## config.mk

```make
export PLATFORM = sky130hd
export DESIGN_NAME = pipe_bist_flat
export DESIGN_NICKNAME = d
export VERILOG_FILES = /design/src/rtl/pipe_bist_pkg.sv /design/src/rtl/pipe_bist_if.sv /design/src/rtl/pipe_bist_delay.sv /design/src/rtl/pipe_bist.sv /design/src/flat_wrapper.sv
export SDC_FILE = /design/constraint.sdc
export NUM_CORES = 1
export LEC_CHECK = 0
export BUFFER_PORTS_ARGS = -buffer_cell sky130_fd_sc_hd__buf_4
export CAP_MARGIN = 40
export CORE_ASPECT_RATIO = 0.5
export CORE_UTILIZATION = 60
export CTS_CLUSTER_DIAMETER = 40
export DETAILED_ROUTE_END_ITERATION = 8
export GPL_TIMING_DRIVEN = 0
export PLACE_DENSITY = 0.91
export SLEW_MARGIN = 10
export SYNTH_ARGS = -nofsm -noshare
export SYNTH_HDL_FRONTEND = slang
export SYNTH_SLANG_ARGS = --single-unit
export TNS_END_PERCENT = 20
```

## constraint.sdc

```tcl
create_clock -name clk -period 12 [get_ports clk]
set_input_delay 2.4 -clock clk [delete_from_list [all_inputs] [get_ports clk]]
set_output_delay 2.4 -clock clk [all_outputs]
set_load 0.02 [all_outputs]
```

## src/rtl/pipe_bist_pkg.sv

```systemverilog
// Shared constants, operand table, reference model and FSM encoding for pipe_bist.
// The reference model wraps every intermediate at N bits, exactly like the datapath.
package pipe_bist_pkg;

    localparam int N       = 10;
    localparam int NUM_VEC = 6;
    localparam int LATENCY = 3;

    localparam int CNT_W   = $clog2(NUM_VEC + 1);
    localparam int IDX_W   = $clog2(NUM_VEC);
    localparam int DRAIN_W = $clog2(LATENCY + 2);

    typedef struct packed {
        logic [N-1:0] a;
        logic [N-1:0] b;
        logic [N-1:0] c;
        logic [N-1:0] d;
    } vec_t;

    typedef enum logic [1:0] {
        ST_IDLE  = 2'd0,
        ST_RUN   = 2'd1,
        ST_DRAIN = 2'd2,
        ST_DONE  = 2'd3
    } state_e;

    function automatic vec_t mk_vec(input int a, input int b, input int c, input int d);
        vec_t v;
        v.a = N'(a);
        v.b = N'(b);
        v.c = N'(c);
        v.d = N'(d);
        return v;
    endfunction

    // Ascending range so that the first listed vector is index 0.
    localparam vec_t [0:NUM_VEC-1] DEF_TABLE = {
        mk_vec(10, 20, 12, 2),
        mk_vec(14, 15,  8, 3),
        mk_vec(18, 10, 20, 3),
        mk_vec(22,  8, 25, 4),
        mk_vec(23, 15, 40, 3),
        mk_vec(30, 30,  5, 3)
    };

    function automatic logic [N-1:0] pipe_ref(input logic [N-1:0] a, input logic [N-1:0] b,
                                              input logic [N-1:0] c, input logic [N-1:0] d);
        logic [N-1:0] s;
        logic [N-1:0] t;
        logic [N-1:0] u;
        s = a + b;
        t = c - d;
        u = s + t;
        return u * d;
    endfunction

endpackage

```

## src/rtl/pipe_bist_if.sv

```systemverilog
// Operand/result bus between pipe_bist (master) and the pipelining datapath (slave).
// No handshake: the master presents a new operand set every cycle and f is sampled every cycle.
interface pipe_bist_if;
    import pipe_bist_pkg::*;

    logic [N-1:0] a;
    logic [N-1:0] b;
    logic [N-1:0] c;
    logic [N-1:0] d;
    logic [N-1:0] f;

    modport master (output a, b, c, d, input f);
    modport slave  (input a, b, c, d, output f);

endinterface

```

## src/rtl/pipe_bist_delay.sv

```systemverilog
// Fixed-depth shift line carrying {valid, expected result}; async clear drops all in-flight entries.
module pipe_bist_delay
    import pipe_bist_pkg::*;
#(
    parameter int DEPTH = LATENCY + 1,
    parameter int W     = N
) (
    input  logic         clk,
    input  logic         rst_n,
    input  logic         in_valid,
    input  logic [W-1:0] in_data,
    output logic         out_valid,
    output logic [W-1:0] out_data
);

    logic [DEPTH-1:0]        valid_q;
    logic [DEPTH-1:0]        valid_d;
    logic [DEPTH-1:0][W-1:0] data_q;
    logic [DEPTH-1:0][W-1:0] data_d;

    always_comb begin
        valid_d    = {valid_q[DEPTH-2:0], in_valid};
        data_d     = data_q;
        data_d[0]  = in_data;
        for (int i = 1; i < DEPTH; i++) begin
            data_d[i] = data_q[i-1];
        end
    end

    always_ff @(posedge clk or negedge rst_n) begin
        if (!rst_n) begin
            valid_q <= '0;
            data_q  <= '0;
        end else begin
            valid_q <= valid_d;
            data_q  <= data_d;
        end
    end

    assign out_valid = valid_q[DEPTH-1];
    assign out_data  = data_q[DEPTH-1];

endmodule

```

## src/rtl/pipe_bist.sv

```systemverilog
// Drives a fixed operand table into the pipelining datapath and checks each f against
// a latency-aligned expected value; reports pass, error count and first failing index.
module pipe_bist
    import pipe_bist_pkg::*;
#(
    parameter vec_t [0:NUM_VEC-1] TABLE = DEF_TABLE
) (
    input  logic             clk,
    input  logic             rst_n,
    input  logic             start,
    pipe_bist_if.master      dp,
    output logic             busy,
    output logic             done,
    output logic             pass,
    output logic [CNT_W-1:0] err_count,
    output logic [IDX_W-1:0] first_err_idx,
    output state_e           state_dbg
);

    state_e             state_q,      state_d;
    logic [IDX_W-1:0]   idx_q,        idx_d;
    logic [DRAIN_W-1:0] drain_q,      drain_d;
    vec_t               ops_q,        ops_d;
    logic               issued_q,     issued_d;
    logic [CNT_W-1:0]   err_q,        err_d;
    logic [IDX_W-1:0]   first_idx_q,  first_idx_d;
    logic               first_seen_q, first_seen_d;
    logic [IDX_W-1:0]   cmp_idx_q,    cmp_idx_d;
    logic               pass_q,       pass_d;
    logic               done_q,       done_d;

    logic         dly_valid;
    logic [N-1:0] dly_exp;
    logic [N-1:0] exp_in;

    // Expected value is formed from the registered operands, so it enters the line one
    // edge after issue and emerges on the same cycle the datapath presents that result.
    assign exp_in = pipe_ref(ops_q.a, ops_q.b, ops_q.c, ops_q.d);

    pipe_bist_delay #(
        .DEPTH (LATENCY + 1),
        .W     (N)
    ) u_delay (
        .clk       (clk),
        .rst_n     (rst_n),
        .in_valid  (issued_q),
        .in_data   (exp_in),
        .out_valid (dly_valid),
        .out_data  (dly_exp)
    );

    always_comb begin
        state_d      = state_q;
        idx_d        = idx_q;
        drain_d      = drain_q;
        ops_d        = '0;
        issued_d     = 1'b0;
        err_d        = err_q;
        first_idx_d  = first_idx_q;
        first_seen_d = first_seen_q;
        cmp_idx_d    = cmp_idx_q;
        pass_d       = pass_q;
        done_d       = 1'b0;

        if (dly_valid) begin
            cmp_idx_d = cmp_idx_q + 1'b1;
            if (dly_exp != dp.f) begin
                if (err_q != CNT_W'(NUM_VEC)) begin
                    err_d = err_q + 1'b1;
                end
                if (!first_seen_q) begin
                    first_seen_d = 1'b1;
                    first_idx_d  = cmp_idx_q;
                end
            end
        end

        case (state_q)
            ST_IDLE: begin
                if (start) begin
                    state_d      = ST_RUN;
                    idx_d        = '0;
                    err_d        = '0;
                    first_idx_d  = '0;
                    first_seen_d = 1'b0;
                    cmp_idx_d    = '0;
                    pass_d       = 1'b0;
                end
            end
            ST_RUN: begin
                ops_d    = TABLE[idx_q];
                issued_d = 1'b1;
                idx_d    = idx_q + 1'b1;
                if (idx_q == IDX_W'(NUM_VEC - 1)) begin
                    state_d = ST_DRAIN;
                    // Covers the datapath latency plus the operand and compare registers,
                    // so the last compare lands on the edge that enters DONE.
                    drain_d = DRAIN_W'(LATENCY + 1);
                end
            end
            ST_DRAIN: begin
                if (drain_q == '0) begin
                    state_d = ST_DONE;
                    done_d  = 1'b1;
                    pass_d  = (err_d == '0);
                end else begin
                    drain_d = drain_q - 1'b1;
                end
            end
            ST_DONE: begin
                state_d = ST_IDLE;
            end
            default: begin
                state_d = ST_IDLE;
            end
        endcase
    end

    always_ff @(posedge clk or negedge rst_n) begin
        if (!rst_n) begin
            state_q      <= ST_IDLE;
            idx_q        <= '0;
            drain_q      <= '0;
            ops_q        <= '0;
            issued_q     <= 1'b0;
            err_q        <= '0;
            first_idx_q  <= '0;
            first_seen_q <= 1'b0;
            cmp_idx_q    <= '0;
            pass_q       <= 1'b0;
            done_q       <= 1'b0;
        end else begin
            state_q      <= state_d;
            idx_q        <= idx_d;
            drain_q      <= drain_d;
            ops_q        <= ops_d;
            issued_q     <= issued_d;
            err_q        <= err_d;
            first_idx_q  <= first_idx_d;
            first_seen_q <= first_seen_d;
            cmp_idx_q    <= cmp_idx_d;
            pass_q       <= pass_d;
            done_q       <= done_d;
        end
    end

    assign dp.a          = ops_q.a;
    assign dp.b          = ops_q.b;
    assign dp.c          = ops_q.c;
    assign dp.d          = ops_q.d;
    assign busy          = (state_q == ST_RUN) || (state_q == ST_DRAIN);
    assign done          = done_q;
    assign pass          = pass_q;
    assign err_count     = err_q;
    assign first_err_idx = first_idx_q;
    assign state_dbg     = state_q;

endmodule

```

## src/flat_wrapper.sv

```systemverilog
// flat-port wrapper written by rule: the top's interface ports become plain ports
module pipe_bist_flat import pipe_bist_pkg::*;
#(
    parameter vec_t [0:NUM_VEC-1] TABLE = DEF_TABLE
)
  (clk, rst_n, start, busy, done, pass, err_count, first_err_idx, state_dbg, dp_a, dp_b, dp_c, dp_d, dp_f);
  pipe_bist_if dp_i ();
  input  logic clk;
  input  logic rst_n;
  input  logic start;
  output logic busy;
  output logic done;
  output logic pass;
  output logic [CNT_W-1:0] err_count;
  output logic [IDX_W-1:0] first_err_idx;
  output state_e state_dbg;
  output wire logic [$bits(dp_i.a)-1:0] dp_a;
  output wire logic [$bits(dp_i.b)-1:0] dp_b;
  output wire logic [$bits(dp_i.c)-1:0] dp_c;
  output wire logic [$bits(dp_i.d)-1:0] dp_d;
  input wire logic [$bits(dp_i.f)-1:0] dp_f;
  assign dp_a = dp_i.a;
  assign dp_b = dp_i.b;
  assign dp_c = dp_i.c;
  assign dp_d = dp_i.d;
  assign dp_i.f = dp_f;
  pipe_bist #(.TABLE(TABLE)) u_core (.clk(clk), .rst_n(rst_n), .start(start), .dp(dp_i), .busy(busy), .done(done), .pass(pass), .err_count(err_count), .first_err_idx(first_err_idx), .state_dbg(state_dbg));
endmodule
```

# Word-level counts from Yosys, hierarchy flattened
# Memories as Yosys holds them, arrays and structs flattened.
# Index checks and enable logic that the tools add are counted.
# word_totals
ff_bits	105
romBits	320
out_inout_bits	51
word_cells	86
mem_count	1
# classes
n_addsub	7
multipliers	1
n_lt_le_gt_ge	1
eq_ne	10
muxes	35
bitwise	1
n_reduce_logical	11
# memory_table
memory	depth	word_bits	read_ports	rd_ports_with_merged_regs	write_ports	line	source
(name not given)	8	40	1	0	0	pipe_bist.sv:91	ops_d = TABLE[idx_q];
# ops
op	count
two-way mux 40 bit	3
two-way mux 3 bit	16
adder 10 bit	2
one-hot mux 3 bit (2 select lines)	2
multiplier 10 x 10 -> 10 bit	1
inequality test 10 bit	1
subtractor 10 bit	1
adder 3 x 1 -> 3 bit (second input constant)	3
two-way mux 1 bit	9
AND reduction 3 bit	3
one-hot mux 2 bit (4 select lines)	1
logical NOT 3 bit	2
two-way mux 2 bit	3
nonzero test 2 bit	3
equality test 2 bit (second input constant)	2
>= comparator 4 bit (second input constant)	1
inequality test 2 x 1 -> 1 bit (second input constant)	2
inequality test 2 bit (second input constant)	2
inverter 3 -> 4 bit	1
equality test 3 bit (second input constant)	1
inequality test 3 bit (second input constant)	1
subtractor 3 x 1 -> 3 bit (second input constant)	1
equality test 2 x 1 -> 1 bit (second input constant)	1
logical NOT 2 bit	1
other kinds (3)	3

# Longest topological paths before layout
# logic_depth
word_depth	7
ltp_mapped	26

# Modules after synthesis
# A second synthesis with hierarchy kept.
# hier_totals
hier_cells	405
area_unflattened_um2	4463.0
# by_module_without_submodules
module	n_inst	cells_per_inst	area_per_inst_um2	seq_area_each_um2
pipe_bist	1	361	3362.0	900.9
pipe_bist_delay	1	44	1101.1	1101.1

# Worst setup path after synthesis
# Ideal clock, no wire load.
# synth_path
kind	reg2reg
from	reg u_core.ops_q (netlist bit u_core.dp.d[2])
to	reg u_core.u_delay.data_q (netlist bit u_core.u_delay.data_d[19])
setup_time_ps	124
arrival_time_ps	5280
t_required_ps	11876
slack_ps	6596
stages_incl_launch_ff	23
synth_period_minus_slack_ps	5404
cell_sequence	dfrtp_1 > fa_1 > inv_1 > fa_1 > inv_1 > fa_1 > nor2b_1 > o21ai_1 > a21boi_1 > o21ai_1 > and2b_1 > xnor2_1 > and2_1 > ha_1 > ha_1 > ha_1 > inv_1 > fa_1 > inv_1 > ha_1 > o41ai_1 > xnor2_1 > xnor2_1
# synth_between
elab_chain_cells	3
# synth_rtl
element	line	source
from (decl)	pipe_bist.sv:23	vec_t ops_q, ops_d;
from (signal assigned)	pipe_bist.sv:136	ops_q <= ops_d;
subtractor 10 bit	pipe_bist_pkg.sv:52	t = c - d;
adder 10 bit	pipe_bist_pkg.sv:53	u = s + t;
multiplier 10 x 10 -> 10 bit (*)	pipe_bist_pkg.sv:54	return u * d;
named net u_core.exp_in[9]	pipe_bist.sv:34	logic [N-1:0] exp_in;
to (signal assigned)	pipe_bist_delay.sv:36	data_q <= data_d;
to (decl)	pipe_bist_delay.sv:18	logic [DEPTH-1:0][W-1:0] data_q;
# The timed path passes the listed nets; every way through them passes the cells marked *.
# A chain may end at the register's enable or synchronous reset.

# Final worst setup path
# Ends and elaborated chain as after synthesis.

==> impl_metrics.csv <==
group,metric,value,unit
placement,portBuffers,41,
cts,root_buffer,"clkbuf_16",
route,wl_per_cell,13.6,um
pwr,power_frac_comb,57.9,%
pwr,power_density,314,nW/um^2
cts,htree_levels,3,
critical_path,crit_buf_inv,4,
die,io_pins,64,
yosys,synth_top_area_share,45.3,%
global_route,grtUsageTotal,22.6,%
yosys,avgSynthCellArea,11.0,um^2
hold_path,hp-class,"register to register",
cts,clkSlewWorstSetupHoldPaths,0.06,ns
finish,fillers,447,
timing,period_minus_slack,5.66,ns
route,wirelength,7760,um
finish,seq_area,2000,um^2
route,final_antenna_net_count,0,
yosys,yosysUniqueCellTypes,41,
critical_path,crit_fanout,12,
yosys,syn_inst,401,
cts,cts.sinks,80,
critical_path,r2r_end,"u_core.u_delay.data_d[19]",
finish,multi_input_area,2110,um^2
timing,slew_viol_final,0,
global_route,first_global_vias,2937,
die,dieArea,7740,um^2
pwr,leakagePower,2.80,nW
cts,cts_tree,"yes",
global_route,grt_remaining_overflow,0,
timing,setup_viol,0,
cts,clkLatencyLatePin,0.34,ns
die,fp.dieW,123,um
placement,routabilityCongestion,0.828,
critical_path,cp-endpoint,"u_core.u_delay.data_d[19]",
critical_path,cp.arrival,5.88,ns
yosys,synth_flop_cell,"dfrtp_1",
yosys,yosysMostFrequentCell,"dfrtp_1",
yosys,synthArstFlopShare,100,%
finish,drive_gt1_share,17.7,%
die,core,6910,um^2
global_route,grt_max_degree,43,
critical_path,slowest_stage,"fa_1",
pwr,power.internal,0.935,mW
pwr,ir_worst_vdd,0.151,mV
timing,tightest_slew,0.503,ns
pwr,p_clk_share,15.7,%
critical_path,worstSetupPathType,"register to register",
critical_path,cp-startpoint,"u_core.dp.d[2]",
cts,clock_path_buffers,2,
run,maxCapViolCount,0,
finish,area_growth_syn_to_layout,18.4,%
critical_path,cp.required,12.22,ns
die,die_h,62.7,um
cts,cts_resized,0,
hold_path,hold_depth,0,
route,via_per_inst,5.04,
finish,nets,555,
yosys,ys_seq_area_share,45.3,%
pwr,switching_share,43.2,%
yosys,syn_area,4420,um^2
finish,final_util,75.7,%
timing,max_freq,0.177,GHz
timing,hold_violations,0,
route,num_vias,2884,
critical_path,critPathCaptureType,"register",
yosys,synth.area.top_cells,"dfrtp_1 45%, ha_1 16%, fa_1 5.4%",
cts,cts_hold_buffers,0,
finish,insertedDiodeCount,0,
route,drtPass1Iterations,5,
timing,fin_setup_tns,0,ns
yosys,yosysWarnings,0,
critical_path,critPathTopFamily,"adder cells",
yosys,synth_edf_count,0,
pwr,p_sw,0.710,mW
critical_path,worstPathCellList,"fa_1 > inv_1 > fa_1 > inv_1 > fa_1 > nor2b_1 > o21ai_1 > a21boi_1 > o21ai_1 > and2b_1 > xnor2_1 > and2_1 > ha_1 > ha_1 > ha_1 > inv_1 > fa_1 > inv_1 > ha_1 > o41ai_1 > xnor2_1 > xnor2_1",
timing,skew,0.00622,ns
timing,fin_crit_sh,47.2,%
critical_path,cp-start-kind,"register",
critical_path,r2r_setup_slack,6.34,ns
die,fp-row-count,21,
route,first_iter_violations,136,
route,drcViolationCount,0,
cts,numCtsBuffers,9,
critical_path,cp_slowest_stage_delay,0.60,ns
timing,rsz0062_at_grt,"no",
global_route,grt_pass1_wl,13100,um
yosys,synth_area_leader_cell,"dfrtp_1",
global_route,antenna_found_initial,0,
timing,max_slew_margin,66.5,%
critical_path,regToRegStartpoint,"u_core.dp.d[2]",
critical_path,path_depth,22,
die,start_util,64.0,%
yosys,synthTopCellsByCount,"80 x dfrtp_1, 55 x ha_1, 46 x inv_1",
placement,dpl.hpwl,5540,um
critical_path,reg2reg_depth,22,
cts,post_cts_buffers,0,
pwr,p_seq_share,26.4,%
outcome,status,"complete, no violations",
yosys,synth_seq_cells,80,
==> state kept, by name (all words and copies together), names as in the netlist, 4 cells and up <==
name,flops
u_core.dp.a,5
u_core.u_delay.data_d,30
u_core.u_delay.out_data,10
u_core.u_delay.valid_q,4
u_core.dp.b,5
u_core.dp.c,4
==> final cells by class <==
type,instances,share of cell area (%)
Clock buffer,10,4.57
Sequential cell,80,38.3
Inverter,46,3.30
Tap cell,92,2.20
Clock inverter,6,0.980
Timing Repair Buffer,42,6.26
Buffer,31,4.02
Multi-Input combinational cell,265,40.4
==> worst min path at each step <==
stage,end,startpoint,slack (ns)
2_1_floorplan,u_core.u_delay.data_d[20],u_core.u_delay.data_d[10],0.33
3_3_place_gp,u_core.u_delay.valid_q[2],u_core.u_delay.valid_q[1],0.33
3_5_place_dp,u_core.u_delay.data_d[38],u_core.u_delay.data_d[28],0.33
6_report,u_core.u_delay.data_d[38],u_core.u_delay.data_d[28],0.35
4_1_cts,u_core.u_delay.data_d[38],u_core.u_delay.data_d[28],0.35
5_1_grt,u_core.u_delay.data_d[22],u_core.u_delay.data_d[12],0.35
==> kinds of logic after synthesis <==
logic type / count (synthesis) / synth area share [%]
and+or+nand+nor: 94 / 10.9
buffers and inverters: 77 / 8.66
xor gates and xnor gates: 29 / 5.75
DFF: 80 / 45.3
adders and majority gates: 67 / 21.0
other: 1 / 0.0848
muxes: 7 / 1.59
AOI/OAI and AO/OA: 46 / 6.71
==> power by group through the flow <==
stage / registers, mW / clock network [mW] / logic [mW]
2_1_floorplan: 0.460 / 0 / 0.663
3_3_place_gp: 0.431 / 0 / 0.878
3_5_place_dp: 0.438 / 0 / 0.925
4_1_cts: 0.435 / 0.264 / 0.956
5_1_grt: 0.445 / 0.276 / 1.08
6_report: 0.434 / 0.258 / 0.953
==> cell usage in the layout, fill, tap and decap left out, drive strengths merged, types with 2 or more instances in the layout <==
master / instances
o211ai: 2
nor4: 2
conb: 22
and2b: 3
and2: 19
fa: 12
xnor2: 18
dfrtp: 80
and3: 2
clkinvlp: 3
clkbuf: 16
inv: 48
a21boi: 5
ha: 55
nor2: 26
xor2: 11
mux2i: 7
nand2b: 5
o21ai: 15
nand3: 6
a21oi: 10
nand2: 14
nor3: 2
buf: 67
nor2b: 12
a22o: 2
o21a: 3
==> stage by stage <==
stage	power (mW)	cells	instance area (um^2)	hold slack, ns	setup slack (ns)
after CTS	1.65	572	5230	0.347	6.30
final	1.64	572	5230	0.346	6.34
after floorplan	1.12	422	4500	0.331	6.60
after detailed placement	1.36	556	4940	0.335	6.33
after global placement	1.31	555	4920	0.331	6.39
after global routing	1.80	572	5230	0.353	5.93
==> per-layer routing <==
layer  vias to the layer above  routed length, um  GRT usage, %
met5                         -                  0             0
met4                         0                136          9.19
met3                        17                455          6.57
met2                        79               3980          39.0
met1                      1395               3190          26.5
li1                       1393                  -             -
Note: power is estimated with default switching activity, not from simulation.
